`config.mk`:
```
export PLATFORM = sky130hd
export DESIGN_NAME = gpio_bank_flat
export DESIGN_NICKNAME = d
export VERILOG_FILES = /design/src/rtl/gpio_bank_if.sv /design/src/rtl/gpio_bank.sv /design/src/flat_wrapper.sv
export SDC_FILE = /design/constraint.sdc
export NUM_CORES = 1
export LEC_CHECK = 0
export CAP_MARGIN = 20
export CORE_UTILIZATION = 57
export CTS_CLUSTER_DIAMETER = 40
export DETAILED_ROUTE_END_ITERATION = 10
export HOLD_SLACK_MARGIN = 0.06
export PLACE_DENSITY = 0.8
export SYNTH_ARGS = -nofsm -noshare
export SYNTH_HDL_FRONTEND = slang
export SYNTH_SLANG_ARGS = --single-unit
```
`constraint.sdc`:
```
create_clock -name clk -period 1.69 [get_ports clk]
set_clock_uncertainty 0.15 [all_clocks]
set_input_delay 0.338 -clock clk [delete_from_list [all_inputs] [get_ports clk]]
set_output_delay 0.338 -clock clk [all_outputs]
set_load 0.005 [all_outputs]
```
`src/rtl/gpio_bank_if.sv`:
```
// Register-write bus between the register decoder (master) and the GPIO bank (slave).
interface gpio_bank_if #(
    parameter int unsigned WIDTH = 16
) ();
    logic             wr_en;
    logic [3:0]       wr_sel;
    logic [WIDTH-1:0] wr_data;

    modport master (output wr_en, output wr_sel, output wr_data);
    modport slave  (input  wr_en, input  wr_sel, input  wr_data);
endinterface

```
`src/rtl/gpio_bank.sv`:
```
// GPIO bank: direction/data registers with atomic set/clear/toggle, synchronised and
// debounced inputs, per-pin edge/level interrupt detection with sticky W1C status.
module gpio_bank #(
    parameter int unsigned WIDTH        = 16,
    parameter int unsigned SYNC_STAGES  = 2,
    parameter int unsigned DEBOUNCE_CYC = 4
) (
    input  logic             clk,
    input  logic             reset,
    gpio_bank_if.slave       bus,
    input  logic [WIDTH-1:0] pins_in,
    output logic [WIDTH-1:0] pins_out,
    output logic [WIDTH-1:0] pins_oe,
    output logic [WIDTH-1:0] data_in,
    output logic [WIDTH-1:0] dir_q,
    output logic [WIDTH-1:0] irq_status,
    output logic             irq
);

    typedef enum logic [3:0] {
        SEL_DATA     = 4'd0,
        SEL_SET      = 4'd1,
        SEL_CLR      = 4'd2,
        SEL_TOG      = 4'd3,
        SEL_DIR      = 4'd4,
        SEL_IRQ_EN   = 4'd5,
        SEL_IRQ_TYPE = 4'd6,
        SEL_IRQ_POL  = 4'd7,
        SEL_IRQ_BOTH = 4'd8,
        SEL_IRQ_W1C  = 4'd9
    } sel_e;

    localparam int unsigned CNT_W = (DEBOUNCE_CYC > 0) ? $clog2(DEBOUNCE_CYC + 1) : 1;
    localparam logic [CNT_W-1:0] CNT_LAST = CNT_W'((DEBOUNCE_CYC > 0) ? DEBOUNCE_CYC - 1 : 0);

    logic [WIDTH-1:0] wdata;
    logic             wen;
    logic [3:0]       wsel;

    logic [WIDTH-1:0] data_r;
    logic [WIDTH-1:0] dir_r;
    logic [WIDTH-1:0] en_r;
    logic [WIDTH-1:0] type_r;
    logic [WIDTH-1:0] pol_r;
    logic [WIDTH-1:0] both_r;
    logic [WIDTH-1:0] status_r;

    logic [WIDTH-1:0] sync_q [SYNC_STAGES];
    logic [WIDTH-1:0] s;
    logic [WIDTH-1:0] filt_q;
    logic [WIDTH-1:0] prev_q;

    logic [WIDTH-1:0] w1c;
    logic [WIDTH-1:0] rise;
    logic [WIDTH-1:0] fall;
    logic [WIDTH-1:0] edge_ev;
    logic [WIDTH-1:0] level_ev;

    assign wen   = bus.wr_en;
    assign wsel  = bus.wr_sel;
    assign wdata = bus.wr_data;

    // Control registers
    always_ff @(posedge clk) begin
        if (!reset) begin
            data_r <= '0;
            dir_r  <= '0;
            en_r   <= '0;
            type_r <= '0;
            pol_r  <= '0;
            both_r <= '0;
        end else if (wen) begin
            case (wsel)
                SEL_DATA:     data_r <= wdata;
                SEL_SET:      data_r <= data_r | wdata;
                SEL_CLR:      data_r <= data_r & ~wdata;
                SEL_TOG:      data_r <= data_r ^ wdata;
                SEL_DIR:      dir_r  <= wdata;
                SEL_IRQ_EN:   en_r   <= wdata;
                SEL_IRQ_TYPE: type_r <= wdata;
                SEL_IRQ_POL:  pol_r  <= wdata;
                SEL_IRQ_BOTH: both_r <= wdata;
                default:      ;
            endcase
        end
    end

    // Input synchroniser chain
    always_ff @(posedge clk) begin
        if (!reset) begin
            for (int unsigned i = 0; i < SYNC_STAGES; i++) begin
                sync_q[i] <= '0;
            end
        end else begin
            sync_q[0] <= pins_in;
            for (int unsigned i = 1; i < SYNC_STAGES; i++) begin
                sync_q[i] <= sync_q[i-1];
            end
        end
    end

    assign s = sync_q[SYNC_STAGES-1];

    generate
        if (DEBOUNCE_CYC == 0) begin : g_no_debounce
            always_ff @(posedge clk) begin
                if (!reset) begin
                    filt_q <= '0;
                end else begin
                    filt_q <= s;
                end
            end
        end else begin : g_debounce
            logic [CNT_W-1:0] cnt_q [WIDTH];

            // Counter only runs while s disagrees with filt; any return to filt restarts it.
            always_ff @(posedge clk) begin
                if (!reset) begin
                    filt_q <= '0;
                    for (int unsigned i = 0; i < WIDTH; i++) begin
                        cnt_q[i] <= '0;
                    end
                end else begin
                    for (int unsigned i = 0; i < WIDTH; i++) begin
                        if (s[i] == filt_q[i]) begin
                            cnt_q[i] <= '0;
                        end else if (cnt_q[i] == CNT_LAST) begin
                            filt_q[i] <= s[i];
                            cnt_q[i]  <= '0;
                        end else begin
                            cnt_q[i] <= cnt_q[i] + 1'b1;
                        end
                    end
                end
            end
        end
    endgenerate

    always_ff @(posedge clk) begin
        if (!reset) begin
            prev_q <= '0;
        end else begin
            prev_q <= filt_q;
        end
    end

    always_comb begin
        w1c      = (wen && (wsel == SEL_IRQ_W1C)) ? wdata : '0;
        rise     = filt_q & ~prev_q;
        fall     = ~filt_q & prev_q;
        edge_ev  = ~type_r & ((both_r & (filt_q ^ prev_q)) |
                              (~both_r & ~pol_r & rise) |
                              (~both_r & pol_r & fall));
        level_ev = type_r & ~(filt_q ^ pol_r);
    end

    // Edge events beat a same-cycle W1C; a level event yields to it for one
    // cycle and re-sets on the next edge if the level is still active.
    always_ff @(posedge clk) begin
        if (!reset) begin
            status_r <= '0;
        end else begin
            status_r <= (status_r & ~w1c) | edge_ev | (level_ev & ~w1c);
        end
    end

    assign pins_out   = data_r;
    assign pins_oe    = dir_r;
    assign dir_q      = dir_r;
    assign data_in    = (dir_r & data_r) | (~dir_r & filt_q);
    assign irq_status = status_r;
    assign irq        = |(status_r & en_r);

endmodule

```
`src/flat_wrapper.sv`:
```
// flat-port wrapper written by rule: the top's interface ports become plain ports
module gpio_bank_flat 
#(
    parameter int unsigned WIDTH        = 16,
    parameter int unsigned SYNC_STAGES  = 2,
    parameter int unsigned DEBOUNCE_CYC = 4
)
  (clk, reset, pins_in, pins_out, pins_oe, data_in, dir_q, irq_status, irq, bus_wr_en, bus_wr_sel, bus_wr_data);
  gpio_bank_if #(.WIDTH(WIDTH)) bus_i ();
  input  logic clk;
  input  logic reset;
  input  logic [WIDTH-1:0] pins_in;
  output logic [WIDTH-1:0] pins_out;
  output logic [WIDTH-1:0] pins_oe;
  output logic [WIDTH-1:0] data_in;
  output logic [WIDTH-1:0] dir_q;
  output logic [WIDTH-1:0] irq_status;
  output logic irq;
  input wire logic [$bits(bus_i.wr_en)-1:0] bus_wr_en;
  input wire logic [$bits(bus_i.wr_sel)-1:0] bus_wr_sel;
  input wire logic [$bits(bus_i.wr_data)-1:0] bus_wr_data;
  assign bus_i.wr_en = bus_wr_en;
  assign bus_i.wr_sel = bus_wr_sel;
  assign bus_i.wr_data = bus_wr_data;
  gpio_bank #(.WIDTH(WIDTH), .SYNC_STAGES(SYNC_STAGES), .DEBOUNCE_CYC(DEBOUNCE_CYC)) u_core (.clk(clk), .reset(reset), .bus(bus_i), .pins_in(pins_in), .pins_out(pins_out), .pins_oe(pins_oe), .data_in(data_in), .dir_q(dir_q), .irq_status(irq_status), .irq(irq));
endmodule
```
==> flow_metrics.tcl <==
set metrics [dict create \
    status "finished, violations left" \
    violations "negative setup slack" \
    route.detailed.drc 0 \
    crit_arrival_ns 1.73 \
    dieArea_um2 20000 \
    routed_wl_mm 31.4 \
    ys_ff_latch 224 \
    ant_nets 0 \
    synthCells 1188 \
    ys_seq_area_frac 0.447 \
    grt_max_degree 49 \
    initial_core_util 0.588 \
    crit_fanout 2 \
    antenna_found_initial 0 \
    synth_area_um2 11100 \
    path_class "reg2out" \
    synth_top_family_by_area "compound AO/OA/AOI/OAI gates" \
    worst_setup_path_start_kind "flop" \
    dp.final_hpwl_mm 20.4 \
    syn_to_final_growth_pct 33.9 \
    track_usage 0.317 \
    synth-simple-area-share 0.136 \
    die_height_um 142 \
    synth_fa_ha_area_frac 0.108 \
    whs_ns 0.129 \
    setup_tns_ns -0.839 \
    setup_viol 2 \
    drt_iter0_markers 814 \
    numCtsBuffers 35 \
    yosys-mux-area-fraction 0.0307 \
    r2r_slack_ns 0.05 \
    grt_pass1_vias 9863 \
    required_ns 1.20 \
    hold_path_class "in2reg" \
    rows 50 \
    io_buffers 119 \
    core-area_um2 18900 \
    layout.nets 1571 \
    p_leak_nw 6.10 \
    synth_edf_count 48 \
    p_per_area_nw_per_um2 992 \
    clockBufferDepth 3 \
    ir_drop_mv 0.745 \
    stdcell_count 1721 \
    async_reset_ff_frac 0 \
    fin_crit_sh 1.31 \
    max_cap_violations 0 \
    synth_cell_type_count 45 \
    num_vias 9902 \
    syn_area_per_cell_um2 9.35 \
    synth_xor_xnor_area_share 0.0252 \
    htreeDepth 2 \
    synth_area_leaders "dfxtp_1 32%, edfxtp_1 13%, ha_1 11%" \
    first_pass_iters 6 \
    yosysTopAreaCell "dfxtp_1" \
    netlist.area_leader.share 0.317 \
    cts_tree "built" \
    placed_cells 1648 \
    pin_count 120 \
    layout-drive-gt1-share 0.256 \
    path_clk_slew_ns 0.06 \
    synthFlopType "dfxtp_1" \
    cts-root-buf "clkbuf_16" \
    diodes 0 \
    viasPerCell 5.75 \
    max_clock_freq_ghz 0.451 \
    rsz0062_at_grt "yes" \
    synth_compound_area_frac 0.175 \
    place.gp.congestion 0.875 \
    min_period_ns 2.22 \
    grt-ovfl-total 0 \
    synth.most_common_cell "dfxtp_1" \
    clock_latency_ns 0.51 \
    clock_sinks 224 \
    layout_setup_ws_ns -0.526 \
    end_kind "primary output" \
    synth_warnings 0 \
    grt_pass1_wl_mm 49.6 \
    ys_top_cells_by_count "176 x dfxtp_1, 114 x o21ai_0, 112 x a21oi_1" \
    drv_slew 0 \
    hold_viol 0 \
    routedWlPerCell_um 18.2 \
    chipWidth_um 142 \
]
-- routing by layer --
layer	wire length (µm)	share of wire	up-vias	track usage
li1	-	-	4573	-
met1	11500	0.37	4723	0.366
met2	15800	0.50	476	0.556
met3	2340	0.075	130	0.0456
met4	1750	0.056	0	0.195
met5	0	0	-	0
-- sequential cells by signal (all words and copies together), names as in the netlist --
signal / count
u_core.en_r: 16
u_core.both_r: 16
u_core.filt_q: 16
u_core.irq_status: 16
u_core.pins_out: 16
u_core.g_debounce.cnt_q: 48
u_core.dir_q: 16
u_core.pol_r: 16
u_core.prev_q: 16
u_core.type_r: 16
u_core.sync_q: 32
-- final timing paths --
path                                                     start                                      endpoint  depth (start not counted)
hold reg to reg                u_core.sync_q[0][11]$_SDFF_PN0_               u_core.sync_q[0][27]$_SDFF_PN0_                          1
hold / removal                                           reset                   u_core.prev_q[0]$_SDFF_PN0_                          4
setup reg to reg  u_core.g_debounce.cnt_q[1][18]$_SDFFCE_PN0P_  u_core.g_debounce.cnt_q[1][19]$_SDFFCE_PN0P_                          4
setup / recovery               u_core.irq_status[9]$_SDFF_PN0_                                           irq                          4
-- metrics by stage --
step	instance area (µm²)	total power, W	util	setup WS [ns]
2_1_floorplan	11300	0.00639	-	0.171
3_3_place_gp	13400	0.00696	0.707	-0.383
6_report	14900	0.0147	0.787	-0.526
3_5_place_dp	13400	0.00700	0.707	-0.459
4_1_cts	14700	0.0148	0.779	-0.455
5_1_grt	14900	0.0152	0.787	-0.531
-- cell usage in the layout (no fill, tap or decap), drive strengths merged, types with 5 or more instances in the layout --
cell	netlist	final
clkbuf	36	43
a221oi	20	20
clkdlybuf4s15	0	21
mux2	16	16
nor2b	11	11
or3	16	16
dfxtp	176	176
buf	53	153
and2	33	33
xnor2	32	32
nand3	80	80
and2b	7	7
ha	96	96
edfxtp	48	48
a2111oi	16	16
mux2i	16	16
nand2	65	65
clkinv	0	5
conb	1	48
nor2	81	81
clkdlybuf4s50	0	38
a21oi	112	112
o31ai	16	16
inv	97	103
o21ai	128	128
dlygate4sd2	0	38
o32ai	16	16
bufinv	0	7
-- where the power goes --
| part | leakage, nW | internal [W] | total (W) | switching [W] |
|---|---|---|---|---|
| clock network | 0.614 | 0.00513 | 0.00779 | 0.00266 |
| registers | 1.96 | 0.00561 | 0.00570 | 0.0000975 |
| logic | 3.52 | 0.000551 | 0.00124 | 0.000689 |
-- logic make-up after synthesis --
kind of cell / after synthesis
fa+ha+maj: 96
simple gates: 305
flops: 224
mux: 32
other cells: 1
buf+inv: 186
compound gates: 312
xor+xnor: 32
-- layout make-up --
type	count	area, µm²
timing repair buffer	253	2210
fill	1213	4030
inverter	97	369
clock inverter	22	327
sequential	224	5080
clock buffer	40	946
multi-input combinational	825	5600
tap	260	325
-- critical path, cell delays in order, from the launching register on --
cell      delay [ns]
dfxtp_2         0.32
a22o_1          0.24
a221oi_2        0.25
nand4_1         0.22
buf_2           0.18
-- what timing repair did --
item | CTS | global route
endpoints found under the hold margin | 0 | 0
pin swaps | 9 | 7
resized for setup | 270 | 47
setup endpoints to repair | 83 | 59
setup buffers | 11 | 8
hold buffers | 0 | 0
cloned | 0 | 0
Note: power is estimated with default switching activity, not from simulation.
